--- src/rtl/challenge_pkg.sv ---
// Shared types and constants for the challenge dispatcher.
package challenge_pkg;

  localparam int unsigned WORD_W      = 32;
  localparam int unsigned FRAME_WORDS = 32;
  localparam int unsigned FRAME_W     = WORD_W * FRAME_WORDS;
  localparam int unsigned IDX_W       = $clog2(FRAME_WORDS);
  localparam int unsigned MAT_W       = 3;
  localparam int unsigned CNT_W       = 16;

  // Result status as seen on res_status
  typedef enum logic [1:0] {
    ST_OK      = 2'b00,
    ST_HIGH    = 2'b01,
    ST_TIMEOUT = 2'b10,
    ST_BADMAT  = 2'b11
  } status_e;

  // Dispatcher FSM states
  typedef enum logic [2:0] {
    S_IDLE    = 3'd0,
    S_ISSUE   = 3'd1,
    S_WAIT    = 3'd2,
    S_CAPTURE = 3'd3,
    S_REPORT  = 3'd4
  } state_e;

  // Engine material codes; anything above MAT_MAX is not a real material
  localparam logic [MAT_W-1:0] MAT_MG  = 3'd0;
  localparam logic [MAT_W-1:0] MAT_AL  = 3'd1;
  localparam logic [MAT_W-1:0] MAT_TI  = 3'd2;
  localparam logic [MAT_W-1:0] MAT_FE  = 3'd3;
  localparam logic [MAT_W-1:0] MAT_CU  = 3'd4;
  localparam logic [MAT_W-1:0] MAT_ZN  = 3'd5;
  localparam logic [MAT_W-1:0] MAT_MAX = MAT_ZN;

  // Tagged result payload handed to the consumer
  typedef struct packed {
    logic [WORD_W-1:0] impact;
    logic [MAT_W-1:0]  material;
    status_e           status;
  } res_t;

  // Grade a captured engine result
  function automatic status_e classify(input logic [MAT_W-1:0]  mat,
                                       input logic [WORD_W-1:0] imp,
                                       input logic [WORD_W-1:0] thr);
    status_e st;
    if (mat > MAT_MAX)  st = ST_BADMAT;
    else if (imp >= thr) st = ST_HIGH;
    else                 st = ST_OK;
    return st;
  endfunction

endpackage

--- src/rtl/challenge_frame_assembler.sv ---
// Collects 32 host words into the 1024-bit challenge frame; word k lands at bits [32k+31:32k].
module challenge_frame_assembler
  import challenge_pkg::*;
(
  input  logic               clk,
  input  logic               reset_n,
  input  logic [WORD_W-1:0]  host_wdata,
  input  logic               host_wvalid,
  input  logic               idle_next,
  output logic               host_wready,
  output logic [FRAME_W-1:0] frame,
  output logic               frame_full_c
);

  logic [IDX_W-1:0]  idx_q, idx_d;
  logic              ready_q;
  logic [WORD_W-1:0] words_q [FRAME_WORDS];
  logic              accept;

  assign accept       = host_wvalid & ready_q;
  assign frame_full_c = accept & (idx_q == IDX_W'(FRAME_WORDS - 1));
  assign idx_d        = accept ? idx_q + IDX_W'(1) : idx_q;
  assign host_wready  = ready_q;

  // Word index, ready flag and frame storage; reset discards any partial frame
  always_ff @(posedge clk or negedge reset_n) begin
    if (!reset_n) begin
      idx_q   <= '0;
      ready_q <= 1'b0;
      for (int k = 0; k < int'(FRAME_WORDS); k++) words_q[k] <= '0;
    end else begin
      idx_q   <= idx_d;
      ready_q <= idle_next;
      if (accept) words_q[idx_q] <= host_wdata;
    end
  end

  // Flatten word storage into the frame bus
  for (genvar k = 0; k < int'(FRAME_WORDS); k++) begin : g_pack
    assign frame[k*WORD_W +: WORD_W] = words_q[k];
  end

endmodule

--- src/rtl/challenge_dispatcher.sv ---
// Host-side driver for the quantum engine challenge interface.
// Optional feature: define CHALLENGE_RETRY_EN to re-issue a timed-out frame up to MAX_RETRY times.
module challenge_dispatcher
  import challenge_pkg::*;
#(
  parameter int unsigned TIMEOUT_CYCLES   = 4096,
  parameter int unsigned MAX_RETRY        = 3,
  parameter int unsigned IMPACT_THRESHOLD = 80
) (
  input  logic               clk,
  input  logic               reset_n,
  input  logic [WORD_W-1:0]  host_wdata,
  input  logic               host_wvalid,
  output logic               host_wready,
  output logic [FRAME_W-1:0] global_challenges,
  output logic               challenge_valid,
  input  logic               breakthrough_detected,
  input  logic [WORD_W-1:0]  impact_potential,
  input  logic [MAT_W-1:0]   best_material_found,
  output logic               res_valid,
  input  logic               res_ready,
  output logic [WORD_W-1:0]  res_impact,
  output logic [MAT_W-1:0]   res_material,
  output logic [1:0]         res_status,
  output logic [WORD_W-1:0]  best_impact,
  output logic [MAT_W-1:0]   best_material,
  output logic [CNT_W-1:0]   frames_done,
  output logic               busy
);

  localparam int unsigned TW = $clog2(TIMEOUT_CYCLES);
  localparam int unsigned RW = (MAX_RETRY > 0) ? $clog2(MAX_RETRY + 1) : 1;

  state_e            state_q, state_d;
  logic [TW-1:0]     timer_q, timer_d;
  logic [RW-1:0]     retry_q, retry_d;
  res_t              res_q, res_d;
  logic [WORD_W-1:0] best_imp_q, best_imp_d;
  logic [MAT_W-1:0]  best_mat_q, best_mat_d;
  logic [CNT_W-1:0]  frames_q, frames_d;
  logic              res_valid_q, cv_q, busy_q;
  logic              frame_full_c;

  challenge_frame_assembler u_asm (
    .clk          (clk),
    .reset_n      (reset_n),
    .host_wdata   (host_wdata),
    .host_wvalid  (host_wvalid),
    .idle_next    (state_d == S_IDLE),
    .host_wready  (host_wready),
    .frame        (global_challenges),
    .frame_full_c (frame_full_c)
  );

  // Next-state, timer, retry, result payload and best-material tracking
  always_comb begin
    state_d    = state_q;
    timer_d    = timer_q;
    retry_d    = retry_q;
    res_d      = res_q;
    best_imp_d = best_imp_q;
    best_mat_d = best_mat_q;
    frames_d   = frames_q;
    unique case (state_q)
      S_IDLE: begin
        if (frame_full_c) state_d = S_ISSUE;
      end
      S_ISSUE: begin
        timer_d = '0;
        state_d = S_WAIT;
      end
      S_WAIT: begin
        timer_d = timer_q + TW'(1);
        if (breakthrough_detected) begin
          state_d = S_CAPTURE;
        end else if (timer_q == TW'(TIMEOUT_CYCLES - 1)) begin
`ifdef CHALLENGE_RETRY_EN
          if (retry_q < RW'(MAX_RETRY)) begin
            retry_d = retry_q + RW'(1);
            state_d = S_ISSUE;
          end else begin
            res_d   = '{impact: '0, material: '0, status: ST_TIMEOUT};
            state_d = S_REPORT;
          end
`else
          res_d   = '{impact: '0, material: '0, status: ST_TIMEOUT};
          state_d = S_REPORT;
`endif
        end
      end
      S_CAPTURE: begin
        res_d.impact   = impact_potential;
        res_d.material = best_material_found;
        res_d.status   = classify(best_material_found, impact_potential,
                                  WORD_W'(IMPACT_THRESHOLD));
        state_d        = S_REPORT;
      end
      S_REPORT: begin
        if (res_ready) begin
          state_d = S_IDLE;
          retry_d = '0;
          if (frames_q != '1) frames_d = frames_q + CNT_W'(1);
          if ((res_q.status == ST_OK || res_q.status == ST_HIGH) &&
              (res_q.impact > best_imp_q)) begin
            best_imp_d = res_q.impact;
            best_mat_d = res_q.material;
          end
        end
      end
      default: state_d = S_IDLE;
    endcase
  end

  // State and registered outputs, all derived from the next state
  always_ff @(posedge clk or negedge reset_n) begin
    if (!reset_n) begin
      state_q     <= S_IDLE;
      timer_q     <= '0;
      retry_q     <= '0;
      res_q       <= '0;
      best_imp_q  <= '0;
      best_mat_q  <= '0;
      frames_q    <= '0;
      res_valid_q <= 1'b0;
      cv_q        <= 1'b0;
      busy_q      <= 1'b0;
    end else begin
      state_q     <= state_d;
      timer_q     <= timer_d;
      retry_q     <= retry_d;
      res_q       <= res_d;
      best_imp_q  <= best_imp_d;
      best_mat_q  <= best_mat_d;
      frames_q    <= frames_d;
      res_valid_q <= (state_d == S_REPORT);
      cv_q        <= (state_d == S_ISSUE);
      busy_q      <= (state_d != S_IDLE);
    end
  end

  assign challenge_valid = cv_q;
  assign res_valid       = res_valid_q;
  assign res_impact      = res_q.impact;
  assign res_material    = res_q.material;
  assign res_status      = res_q.status;
  assign best_impact     = best_imp_q;
  assign best_material   = best_mat_q;
  assign frames_done     = frames_q;
  assign busy            = busy_q;

endmodule

--- config.mk ---
export PLATFORM = sky130hd
export DESIGN_NAME = challenge_dispatcher
export DESIGN_NICKNAME = d
export VERILOG_FILES = /design/src/rtl/challenge_pkg.sv /design/src/rtl/challenge_frame_assembler.sv /design/src/rtl/challenge_dispatcher.sv
export SDC_FILE = /design/constraint.sdc
export NUM_CORES = 1
export LEC_CHECK = 0
export ABC_AREA = 1
export CORE_AREA = 5 5 465 467
export DETAILED_ROUTE_END_ITERATION = 8
export DIE_AREA = 0 0 470 472
export GPL_TIMING_DRIVEN = 0
export REMOVE_ABC_BUFFERS = 1
export SYNTH_ARGS = -nofsm -noshare
export SYNTH_HDL_FRONTEND = slang
export SYNTH_HIERARCHICAL = 1
export SYNTH_SLANG_ARGS = --single-unit
--- constraint.sdc ---
create_clock -name clk -period 4.2 [get_ports clk]
set_input_delay 0.84 -clock clk [delete_from_list [all_inputs] [get_ports clk]]
set_output_delay 0.84 -clock clk [all_outputs]
set_load 0.02 [all_outputs]
* After elaboration in Yosys (flattened, before gate mapping)
Index checks and enable logic that the tools add are counted.
** Operators by class
- Multiplexer cells :: 14
- Reductions and logical operators :: 12
- $add $sub $neg :: 3
- Eq/ne operators :: 12
- $lt $le $gt $ge :: 5
- Bitwise gates (word level) :: 3
** Operator list (number)
- 1024-bit bitwise mux :: 1
- 32-bit demux with 5-bit select :: 1
- 37-bit two-way mux :: 2
- 37-bit one-hot mux with 2 select lines :: 1
- 32-bit by 7-bit greater-or-equal comparator with 1-bit output (second input constant) :: 1
- 32-bit greater-than comparator :: 1
- 32-bit two-way mux :: 1
- 12-bit one-hot mux with 2 select lines :: 1
- 16-bit by 1-bit adder with 16-bit output (second input constant) :: 1
- 16-bit != test (second input constant) :: 1
- 3-bit one-hot mux with 5 select lines :: 1
- 12-bit by 1-bit adder with 12-bit output (second input constant) :: 1
- 12-bit equality test (second input constant) :: 1
- 3-bit two-way mux :: 4
- 3-bit AND reduction :: 3
- 3-bit by 1-bit equality test with 1-bit output (second input constant) :: 2
- 3-bit by 2-bit equality test with 1-bit output (second input constant) :: 2
- 3-bit equality test (second input constant) :: 2
- 6-bit greater-or-equal comparator (second input constant) :: 1
- 3-bit zero test :: 2
- 6-bit by 1-bit < comparator with 1-bit output (second input constant) :: 1
- 5-bit inverter with 6-bit output :: 1
- 5-bit by 1-bit adder with 5-bit output (second input constant) :: 1
- 5-bit equality test (second input constant) :: 1
- 11 further kinds :: 15
** Word-level totals
- Register bits after elaboration :: 1136

* Longest topological paths before layout
- Depth after elaboration :: 6
- Gate-level depth with buffers :: 17

* By module
Netlist, hierarchy kept.
** Modules (own cells, without submodules)
- challenge_frame_assembler :: instances 1, seq. area each 25774.7 um^2, area an instance 40445.0 um^2, cells each 4561
- challenge_dispatcher :: instances 1, seq. area each 2652.5 um^2, area an instance 5405.2 um^2, cells each 659

* Worst setup path after synthesis
No wires, ideal clock.
- Path kind :: register to register
- Start point :: register best_imp_q[23] (netlist: best_impact[23])
- End point :: register best_imp_q[0] (netlist: best_impact[0])
- Setup time :: 0.117 ns
- Path slack :: 2.287 ns
- Buffers on the path :: 1
- Data arrival time :: 1.796 ns
- Stages on the path, launching flop included :: 13
- Cell sequence :: dfrtp_1 inv_1 ha_1 nand2_1 nor2_1 nand4_1 nor2_2 nand2_1 nand2_2 nand2_2 buf_2 nand2_1 nand2_1
** Between the ends
- Word-level cells in the longest chain between the ends :: 3
** RTL lines
- from (decl) :: RTL line challenge_dispatcher.sv:38 : logic [WORD_W-1:0] best_imp_q, best_imp_d;
- from (signal assigned) :: RTL line challenge_dispatcher.sv:132 : best_imp_q <= best_imp_d;
- 32-bit greater-than comparator :: RTL line challenge_dispatcher.sv:104 : (res_q.impact > best_imp_q)) begin
- 1-bit logical AND :: RTL line challenge_dispatcher.sv:103 : if ((res_q.status == ST_OK || res_q.status == ST_HIGH) &&
- 3-bit AND reduction (no source line)
No other way between the ends.
A chain may end at the register's enable or synchronous reset.

* Final worst setup path
- Start point :: input port host_wvalid
- End point :: register u_asm.words_q (netlist bit u_asm/frame[421])
** Between the ends
- Word-level cells in the longest chain between the ends :: 1
** RTL lines
- from (decl) :: RTL line challenge_dispatcher.sv:13 : input logic host_wvalid,
- 1-bit bitwise AND :: RTL line challenge_frame_assembler.sv:20 : assign accept = host_wvalid & ready_q;
- to (signal, indexed assignment) :: RTL line challenge_frame_assembler.sv:34 : if (accept) words_q[idx_q] <= host_wdata;
- to (decl) :: RTL line challenge_frame_assembler.sv:17 : logic [WORD_W-1:0] words_q [FRAME_WORDS];
No other way between the ends.

==> run_results.csv <==
group,metric,value,unit
hold_path,worstHoldPathType,"in -> reg",
yosys,yosysTopAreaCellShare,0.620,
routing,wl_per_cell,24.2,um
critical_path,startpoint_type,"primary input",
yosys,synth_top_area_cell,"dfrtp_1",
pwr,leakagePower,32.2,nW
global_route,grt_pass1_wl,308000,um
timing,hold_ws,355,ps
layout,final_cell_mix,"2,830 x nand2_1, 1,154 x clkdlybuf4s50_1, 1,136 x dfrtp_1",
layout,num-nets-final,6350,
global_route,grt_overflow_total,0,
global_route,grt_pass1_vias,40138,
timing,maxSlewHeadroom,0.0522,
timing,drv_slew,0,
critical_path,rr_worst_depth,6,
timing,fmax,0.257,GHz
critical_path,worstSetupPathType,"in -> reg",
layout,mostFrequentLayoutCell,"nand2_1",
timing,fin_crit_sh,0.927,
die,die_w,470,um
routing,wl,222000,um
critical_path,r2r-end,"u_asm/frame[421]",
job,cap_violations,0,
timing,hold_viol,0,
outcome,status,"complete, no violations",
yosys,yosys_warnings,6,
cts,cts_buffers,131,
critical_path,crit_fanout,41,
critical_path,critical_path_arrival,4540,ps
routing,drcViolationCount,0,
die,pin_count,1188,
cts,clockBufferDepth,3,
cts,root_buffer,"clkbuf_16",
global_route,antenna_found_initial,30,
yosys,ys_ff_latch,1136,
die,dieArea,222000,sq um
critical_path,reg2reg_from,"u_asm/host_wready",
pwr,peakVddDrop,466,uV
yosys,ys_types,38,
cts,cts_tree,"done",
routing,dr.first_iter.drc_count,4386,
pwr,p_per_area,802,nW/um^2
yosys,synth.avg_cell_area,8.78,sq um
placed_design,placed_area,60900,sq um
timing,finClkSkew,41.9,ps
critical_path,worstSetupEndpoint,"u_asm/frame[421]",
pwr,power,52.5,mW
cts,cts_num_sinks,1136,
critical_path,crit_start,"host_wvalid",
critical_path,crit_required,4840,ps
cts,h-tree-depth,4,
placed_design,port_buffers,1187,
timing,worst_pin_slew,1420,ps
layout,area_growth,42.9,%
die,die_y,472,um
critical_path,cp-end-kind,"flip-flop",
cts,clk_pin_slew,60,ps
placed_design,hpwl,157000,um
yosys,ys_seq_area_frac,0.620,
timing,rsz0062_at_grt,"no",
global_route,grt_util_all_layers,0.191,
global_route,grt_max_degree,186,
cts,insertion_delay,780,ps
yosys,netlist_instances,5220,
layout,drive_gt1_frac,0.0587,
timing,period_needed,3890,ps
placed_design,gp_congestion,0.853,
yosys,ys_top_cells_by_area,"dfrtp_1 62%, nand2_1 23%, o21ai_0 4.3%, nand3_1 2.0%, clkbuf_1 1.4%",
routing,vias,41104,
timing,setup_viol,0,
routing,ant_nets,0,
layout,stdcell_area,65500,sq um
yosys,syn_area,45900,sq um
routing,routed_via_density,4.48,
critical_path,r2r_slack,380,ps
die,placementRows,169,
die,core,211000,sq um
die,start_util,0.217,
routing,drt_first_pass_iters,5,
[cell families after synthesis]
group           synth area share
compound gates            0.0484
xor+xnor                 0.00325
fa+ha+maj                 0.0109
buf+inv                   0.0491
flops                      0.620
simple gates               0.268
[per-stage QoR]
step	utilization	instances	worst slack, ps	TNS [ps]
after floorplan	-	4849	-2680	-343940
after global placement	0.281	8857	-50350	-
after detailed placement	0.288	8920	-823	-176520
after CTS	0.309	9158	190	0
after global routing	0.310	9165	72.9	0
final	0.310	9167	307	0
[worst min-delay path by stage]
stage                           from               end  slack, ps  cells after the start
floorplan                timer_q[11]       timer_q[11]        480                      2
global placement    u_asm/frame[972]  u_asm/frame[972]        450                      2
detailed placement  u_asm/frame[598]  u_asm/frame[598]        460                      2
CTS                    host_wdata[8]  u_asm/frame[168]        260                      3
global route           host_wdata[8]  u_asm/frame[168]        310                      3
finish                 host_wdata[8]  u_asm/frame[168]        350                      3
[power by group]
group	switching [mW]	internal, mW
clock network	4.98	6.85
registers	2.57	15.1
logic	13.9	9.17
[cells in the mapped netlist, drive strengths merged]
cell type,n
o31ai,1
xor2,11
inv,92
nor4,5
nand3b,1
ha,40
nand2,2841
o21bai,3
dfrtp,1136
xnor2,6
o21a,1
nand3,192
a21oi,19
a22o,1
o22ai,2
buf,196
nor2,77
nand4,6
o21ai,406
a21o,1
clkbuf,175
nor3,7
and3,1
[repair_timing]
action,in CTS,in global routing
gates resized for setup,1,0
endpoints found under the hold margin,19,0
setup buffers,0,0
hold buffers,1,0
gates cloned,0,1
setup endpoints to repair,35,127
[critical path: stages]
cell             delay [ps]
clkdlybuf4s50_1         730
nand3_4                 330
buf_16                  280
inv_2                   780
nand2_1                1070
nand2_1                 310
nand2_1                  80
[registers in the layout, indices dropped and copies added (netlist names)]
| register | count |
|---|---|
| challenge_valid | 1 |
| busy | 1 |
| timer_q | 12 |
| u_asm/frame | 1024 |
| best_impact | 32 |
| res_material | 3 |
| res_valid | 1 |
| u_asm/host_wready | 1 |
| best_material | 3 |
| res_status | 2 |
| frames_done | 16 |
| res_impact | 32 |
| u_asm/idx_q | 5 |
| state_q | 3 |
[per-layer routing]
layer	part of all wire	up-vias	track usage
met4	0.070	0	0.115
met1	0.38	20032	0.227
li1	-	18204	-
met2	0.44	2352	0.298
met3	0.11	516	0.0691
met5	0	-	0
[layout make-up]
type	count	area [sq um]
diodes	4	10.0
clock inverters	45	601
fillers	21655	146000
well taps	2821	3530
flip-flops and latches	1136	28400
repair buffers	1256	13400
inverters	92	345
multi-input cells	3621	15300
clock buffers	192	3830
(Power assumes the default switching activity.)
